## src/rtl/prog_memory.sv

```systemverilog
// Small program store with a phase-driven fetch/advance sequencer.
// Words are {operand, opcode}; the program is loaded in LOAD and replayed in EXEC.
//
//   state   | meaning
//   --------+---------------------------------------------------------------
//   ST_LOAD | memory writable through WE/WADDR/WDATA; P and JMP ignored
//   ST_EXEC | memory read-only; P selects fetch opcode/operand or PC advance

module prog_memory #(
    parameter int OP_W   = 4,
    parameter int DATA_W = 4,
    parameter int DEPTH  = 4,
    parameter int ADDR_W = $clog2(DEPTH)
) (
    input  logic                   CLK,
    input  logic                   RSTN,
    input  logic [1:0]             P,
    input  logic                   WE,
    input  logic [ADDR_W-1:0]      WADDR,
    input  logic [OP_W+DATA_W-1:0] WDATA,
    input  logic                   RUN,
    input  logic                   JMP,
    input  logic [ADDR_W-1:0]      JADDR,
    output logic [OP_W-1:0]        INSTR,
    output logic [DATA_W-1:0]      DATA,
    output logic [ADDR_W-1:0]      PC,
    output logic                   IVALID,
    output logic                   DVALID,
    output logic                   WRAP
);

    localparam int                WORD_W  = OP_W + DATA_W;
    localparam logic [1:0]        PH_OP   = 2'd0;
    localparam logic [1:0]        PH_DATA = 2'd1;
    localparam logic [1:0]        PH_ADV  = 2'd3;
    localparam logic [ADDR_W-1:0] PC_LAST = ADDR_W'(DEPTH - 1);

    typedef enum logic {
        ST_LOAD,
        ST_EXEC
    } state_t;

    state_t            state_q;
    state_t            state_d;
    logic [WORD_W-1:0] mem [DEPTH];
    logic [WORD_W-1:0] cur_word;
    logic              in_exec;
    logic              load_wr;

    assign in_exec  = (state_q == ST_EXEC);
    assign load_wr  = (state_q == ST_LOAD) && WE;
    assign cur_word = mem[PC];

    always_ff @(posedge CLK) begin
        if (!RSTN) begin
            state_q <= ST_LOAD;
        end else begin
            state_q <= state_d;
        end
    end

    // Leaving EXEC only at the advance phase keeps a fetch pair from being split.
    always_comb begin
        state_d = state_q;
        case (state_q)
            ST_LOAD: begin
                if (RUN) begin
                    state_d = ST_EXEC;
                end
            end
            ST_EXEC: begin
                if ((P == PH_ADV) && !RUN) begin
                    state_d = ST_LOAD;
                end
            end
            default: state_d = ST_LOAD;
        endcase
    end

    always_ff @(posedge CLK) begin
        if (!RSTN) begin
            for (int i = 0; i < DEPTH; i++) begin
                mem[i] <= '0;
            end
        end else if (load_wr) begin
            mem[WADDR] <= WDATA;
        end
    end

    always_ff @(posedge CLK) begin
        if (!RSTN) begin
            PC     <= '0;
            INSTR  <= '0;
            DATA   <= '0;
            IVALID <= 1'b0;
            DVALID <= 1'b0;
            WRAP   <= 1'b0;
        end else begin
            IVALID <= 1'b0;
            DVALID <= 1'b0;
            WRAP   <= 1'b0;
            if (in_exec) begin
                case (P)
                    PH_OP: begin
                        INSTR  <= cur_word[OP_W-1:0];
                        IVALID <= 1'b1;
                    end
                    PH_DATA: begin
                        DATA   <= cur_word[WORD_W-1:OP_W];
                        DVALID <= 1'b1;
                    end
                    PH_ADV: begin
                        // A taken branch never counts as a wrap, even to address 0.
                        if (JMP) begin
                            PC <= JADDR;
                        end else begin
                            PC   <= PC + 1'b1;
                            WRAP <= (PC == PC_LAST);
                        end
                    end
                    default: ;
                endcase
            end
        end
    end

endmodule

```

## config.mk

```make
export PLATFORM = sky130hd
export DESIGN_NAME = prog_memory
export DESIGN_NICKNAME = d
export VERILOG_FILES = /design/src/rtl/prog_memory.sv
export SDC_FILE = /design/constraint.sdc
export NUM_CORES = 1
export LEC_CHECK = 0
export BUFFER_PORTS_ARGS = -buffer_cell sky130_fd_sc_hd__buf_2
export CAP_MARGIN = 15
export CELL_PAD_IN_SITES_DETAIL_PLACEMENT = 0
export CELL_PAD_IN_SITES_GLOBAL_PLACEMENT = 1
export CORE_ASPECT_RATIO = 1.2
export CORE_UTILIZATION = 41
export CTS_CLUSTER_SIZE = 28
export DETAILED_ROUTE_END_ITERATION = 7
export GPL_TIMING_DRIVEN = 0
export HOLD_SLACK_MARGIN = 0.1
export PLACE_DENSITY_LB_ADDON = 0.1
export SLEW_MARGIN = 30
export SYNTH_ARGS = -nofsm -noshare
export SYNTH_HDL_FRONTEND = slang
export SYNTH_SLANG_ARGS = --single-unit
```

## constraint.sdc

```tcl
create_clock -name CLK -period 1.6 [get_ports CLK]
set_input_delay 0.24 -clock CLK [delete_from_list [all_inputs] [get_ports CLK]]
set_output_delay 0.24 -clock CLK [all_outputs]
set_load 0.03 [all_outputs]
```

# ---- After elaboration in Yosys (flattened, before gate mapping)
# Memory sizes are Yosys's and may differ from the RTL's. A register that Yosys moved wholly into a read port is not among the register bits.
# Cells that the tools add are included.
dict set report totals {
  in_bits 19
  ram_bits 32
  mem_bits_ro 0
  output_inout_bits 13
  n_memories 1
  reg_bits 14
  latch_bits 0
}
# name depth width read_ports rd_ports_with_merged_regs write_ports line
set memory_table {}
lappend memory_table {mem 4 8 1 1 4 45} ;# logic [WORD_W-1:0] mem [DEPTH];
dict set report op_classes {
  div_mod_pow 0
  n_bitwise 3
  magnitude_cmp 0
  mux 15
  n_mul 0
  shift 0
  eq_ne 3
  reduce_logical 10
  add_sub_neg 1
}
# op count
set ops {}
lappend ops {{1-bit 2-to-1 mux} 9}
lappend ops {{2-bit 2-to-1 mux} 4}
lappend ops {{8-bit 2-to-1 mux} 1}
lappend ops {{2-bit AND reduction} 4}
lappend ops {{8-bit OR reduction} 1}
lappend ops {{2-bit equality test, second input constant} 2}
lappend ops {{4-bit OR reduction} 1}
lappend ops {{1-bit NOT} 3}
lappend ops {{2-bit by 1-bit adder with 2-bit output, second input constant} 1}
lappend ops {{2-bit by 1-bit equality test with 1-bit output, second input constant} 1}
lappend ops {{1-bit logical AND} 2}
lappend ops {{2-bit zero test} 1}
lappend ops {{1-bit one-hot mux with 2 select lines} 1}
lappend ops {{1-bit zero test} 1}

# ---- Depth between registers and ports, before layout
dict set report depth {
  ltp_word 7
  mapped_depth 4
  mapped_depth_nobuf 3
}

# ---- Worst setup path after synthesis
# OpenSTA, ideal clock, no wires.
dict set report synth_path {
  path_kind {register to register}
  start {reg state_q, in the netlist in_exec}
  end {mem mem[2][0] (netlist bit) (enable)}
  arrival_ns 1.148
  setup_time_ns 0.384
  path_stages_with_launch 3
  synth_period_minus_slack_ns 1.532
  setup_slack_ns 0.068
  cell_sequence {dfxtp_1 nand2b_1 o21ai_0}
}
# element line
set synth_lines {}
lappend synth_lines {{from (decl)} 43} ;# state_t state_q;
lappend synth_lines {{from (signal assigned)} 58} ;# state_q <= state_d;
lappend synth_lines {{to (decl)} 45}

==> results.sh <==
export IMPL_hold_violations=0
export IMPL_clk_pin_slew_ns=0.08
export IMPL_cpLargestDelayFamily="compound AO/OA/AOI/OAI gates"
export IMPL_die_area_um2=5258
export IMPL_io_pins=32
export IMPL_rsz0062_at_grt="false"
export IMPL_syn_nets=160
export IMPL_arrival_ns=1.44
export IMPL_worst_slew_pin_slew_ns=0.5869
export IMPL_r2r_start="in_exec"
export IMPL_initial_core_util=0.4341
export IMPL_synth_cells=140
export IMPL_cp_cell_sequence="nand2b_1, o21ai_2"
export IMPL_max_slew_margin=0.6087
export IMPL_portBuffers=31
export IMPL_final_common_cell="and2_1"
export IMPL_cp_endpoint="mem[3][2]"
export IMPL_fill_cells=430
export IMPL_place_inst=229
export IMPL_track_usage=0.1624
export IMPL_slowest_stage="o21ai_2"
export IMPL_layout_common_cells="and2_1, buf_2, edfxtp_1"
export IMPL_clockBufferDepth=2
export IMPL_tns_ns=0
export IMPL_grt_pass1_vias=1258
export IMPL_slew_violations=0
export IMPL_r2r_end="mem[3][2]"
export IMPL_drv_cap=0
export IMPL_row_count=27
export IMPL_cts_sinks=48
export IMPL_p_leak_nw=0.9550
export IMPL_vdd_drop_max_v=0.0005190
export IMPL_insertion_delay_ns=0.29
export IMPL_routed_via_density=5.071
export IMPL_ys_flop_type="edfxtp_1"
export IMPL_synth_edf_count=32
export IMPL_setup_violations=0
export IMPL_cts_root_buffer="clkbuf_8"
export IMPL_ant_nets=0
export IMPL_htreeDepth=2
export IMPL_grt_max_degree=15
export IMPL_first_pass_iters=4
export IMPL_drc=0
export IMPL_yosysTopAreaCell="edfxtp_1"
export IMPL_cp_startpoint="in_exec"
export IMPL_ys_top_cells_by_area="edfxtp_1, dfxtp_1, and2_1"
export IMPL_power_density_nw_per_um2=973.7
export IMPL_cp_required_ns=1.54
export IMPL_start_kind="flip-flop"
export IMPL_crit_fanout=8
export IMPL_die_y_um=79.24
export IMPL_synth_seq_cells=48
export IMPL_drive_gt1_frac=0.3536
export IMPL_cp_depth=2
export IMPL_status="complete, no violations"
export IMPL_area_delta_synth_final_pct=17.07
export IMPL_cts_hold_buf=0
export IMPL_synthArstFlopShare=0
export IMPL_cts_tree="built"
export IMPL_synth_area_um2=2038
export IMPL_slowest_delay_ns=0.52
export IMPL_path_class="reg -> reg"
export IMPL_routed_wl_um=3814
export IMPL_synth_distinct_cells=27
export IMPL_holdCritPathClass="in -> reg"
export IMPL_routedWlPerCell_um=15.96
export IMPL_synth_yosys_seq_area_share=0.6286
export IMPL_fmax_mhz=666.4
export IMPL_endpoint_kind="flip-flop"
export IMPL_utilization=0.5081
export IMPL_skew_ns=0.003627
export IMPL_antenna_found_initial=0
export IMPL_path_buf_inv=0
export IMPL_final_cells=239
export IMPL_finalCriticalPeriod_ns=1.501
export IMPL_die_w_um=66.37
export IMPL_layout_worst_path_cycle_share=0.9379
export IMPL_synth_top_cell_area_share=0.4715
export IMPL_coreArea_um2=4696
export IMPL_ys_warn_count=0
export IMPL_syn_area_per_cell_um2=14.56
export IMPL_vias=1212
export IMPL_grt_pass1_wl_um=5858
export IMPL_diodes=0
export IMPL_numCtsBuffers=5
export IMPL_nets=200
export IMPL_reg2reg_depth=2
export IMPL_dp_hpwl_um=2620
export IMPL_gp_congestion=0.7048
export IMPL_globalRouteOverflowTotal=0
export IMPL_drt_initial_drc_count=47
export IMPL_r2r_slack_ns=0.1
[flip-flops by register name, summed over array words and instances, names as in the netlist, named ones only]
name,flops
DATA,4
DVALID,1
INSTR,4
IVALID,1
PC,2
WRAP,1
in_exec,1
mem,32
[cell type report]
type | count | area (µm²) | share of cell area
clock buffer | 6 | 82.58 | 0.03461
inverter | 1 | 3.754 | 0.001573
timing repair buffer | 33 | 170.2 | 0.07132
clock inverter | 2 | 10.01 | 0.004195
multi-input combinational | 85 | 729.5 | 0.3057
buffer | 6 | 36.28 | 0.01521
tap | 58 | 72.57 | 0.03041
sequential | 48 | 1281 | 0.5370
[metal layers]
metal  routed length [µm]  track usage  up-vias
li1                     -            -      587
met1                 1528       0.1754      567
met2                 1890       0.2694       40
met3                  193      0.03448       18
met4                  202       0.1298        0
met5                    0            0        -
[worst register-to-register path, stage by stage, from the launching register on]
cell and delay [ns]:
dfxtp_1 0.38, nand2b_1 0.24, o21ai_2 0.52
[cells in the mapped netlist, types with 3 or more instances]
cell	n
and2_1	34
dfxtp_1	16
edfxtp_1	32
mux4_2	8
nand2_1	10
nand2b_1	4
nor2_1	3
o2bb2ai_1	8
[cell families after synthesis]
| logic type | share of synthesized area |
|---|---|
| multiplexers | 0.09822 |
| adder cells (fa/ha/maj) | 0.006138 |
| flip-flops | 0.6286 |
| AO/OA/AOI/OAI | 0.04789 |
| buffers and inverters | 0.01964 |
| AND/OR/NAND/NOR | 0.1995 |
[metrics by stage]
stage | hold slack [ns] | area (µm²) | power (mW) | worst slack [ns]
2_1_floorplan | 0.3574 | 2038 | 1.539 | 0.06846
3_3_place_gp | 0.4488 | 2266 | 1.617 | -0.5034
3_5_place_dp | 0.4561 | 2266 | 1.625 | -0.2716
4_1_cts | 0.1435 | 2386 | 2.358 | 0.08529
5_1_grt | 0.1831 | 2386 | 2.419 | 0.03333
6_report | 0.1551 | 2386 | 2.323 | 0.09937
[power breakdown]
group	leakage, nW	switching [mW]	internal, mW
logic	0.444	0.117	0.0844
registers	0.460	0.0172	1.38
clock network	0.0510	0.381	0.345
total	0.955	0.515	1.81
[what timing repair did]
item / CTS / global route
endpoints found under the hold margin: 0 / 0
buffers inserted: 2 / 0
resized for setup: 4 / 0
endpoints found under the setup margin: 32 / 0
[worst min-delay path by stage]
stage,start,endpoint,slack (ns),depth (start not counted)
3_5_place_dp,DATA[3],DATA[3],0.46,2
3_3_place_gp,DATA[0],DATA[0],0.45,2
6_report,RUN,in_exec,0.16,3
4_1_cts,RUN,in_exec,0.14,3
2_1_floorplan,RUN,in_exec,0.36,2
5_1_grt,RUN,in_exec,0.18,3
No activity file was read; power rests on OpenSTA's default activity.
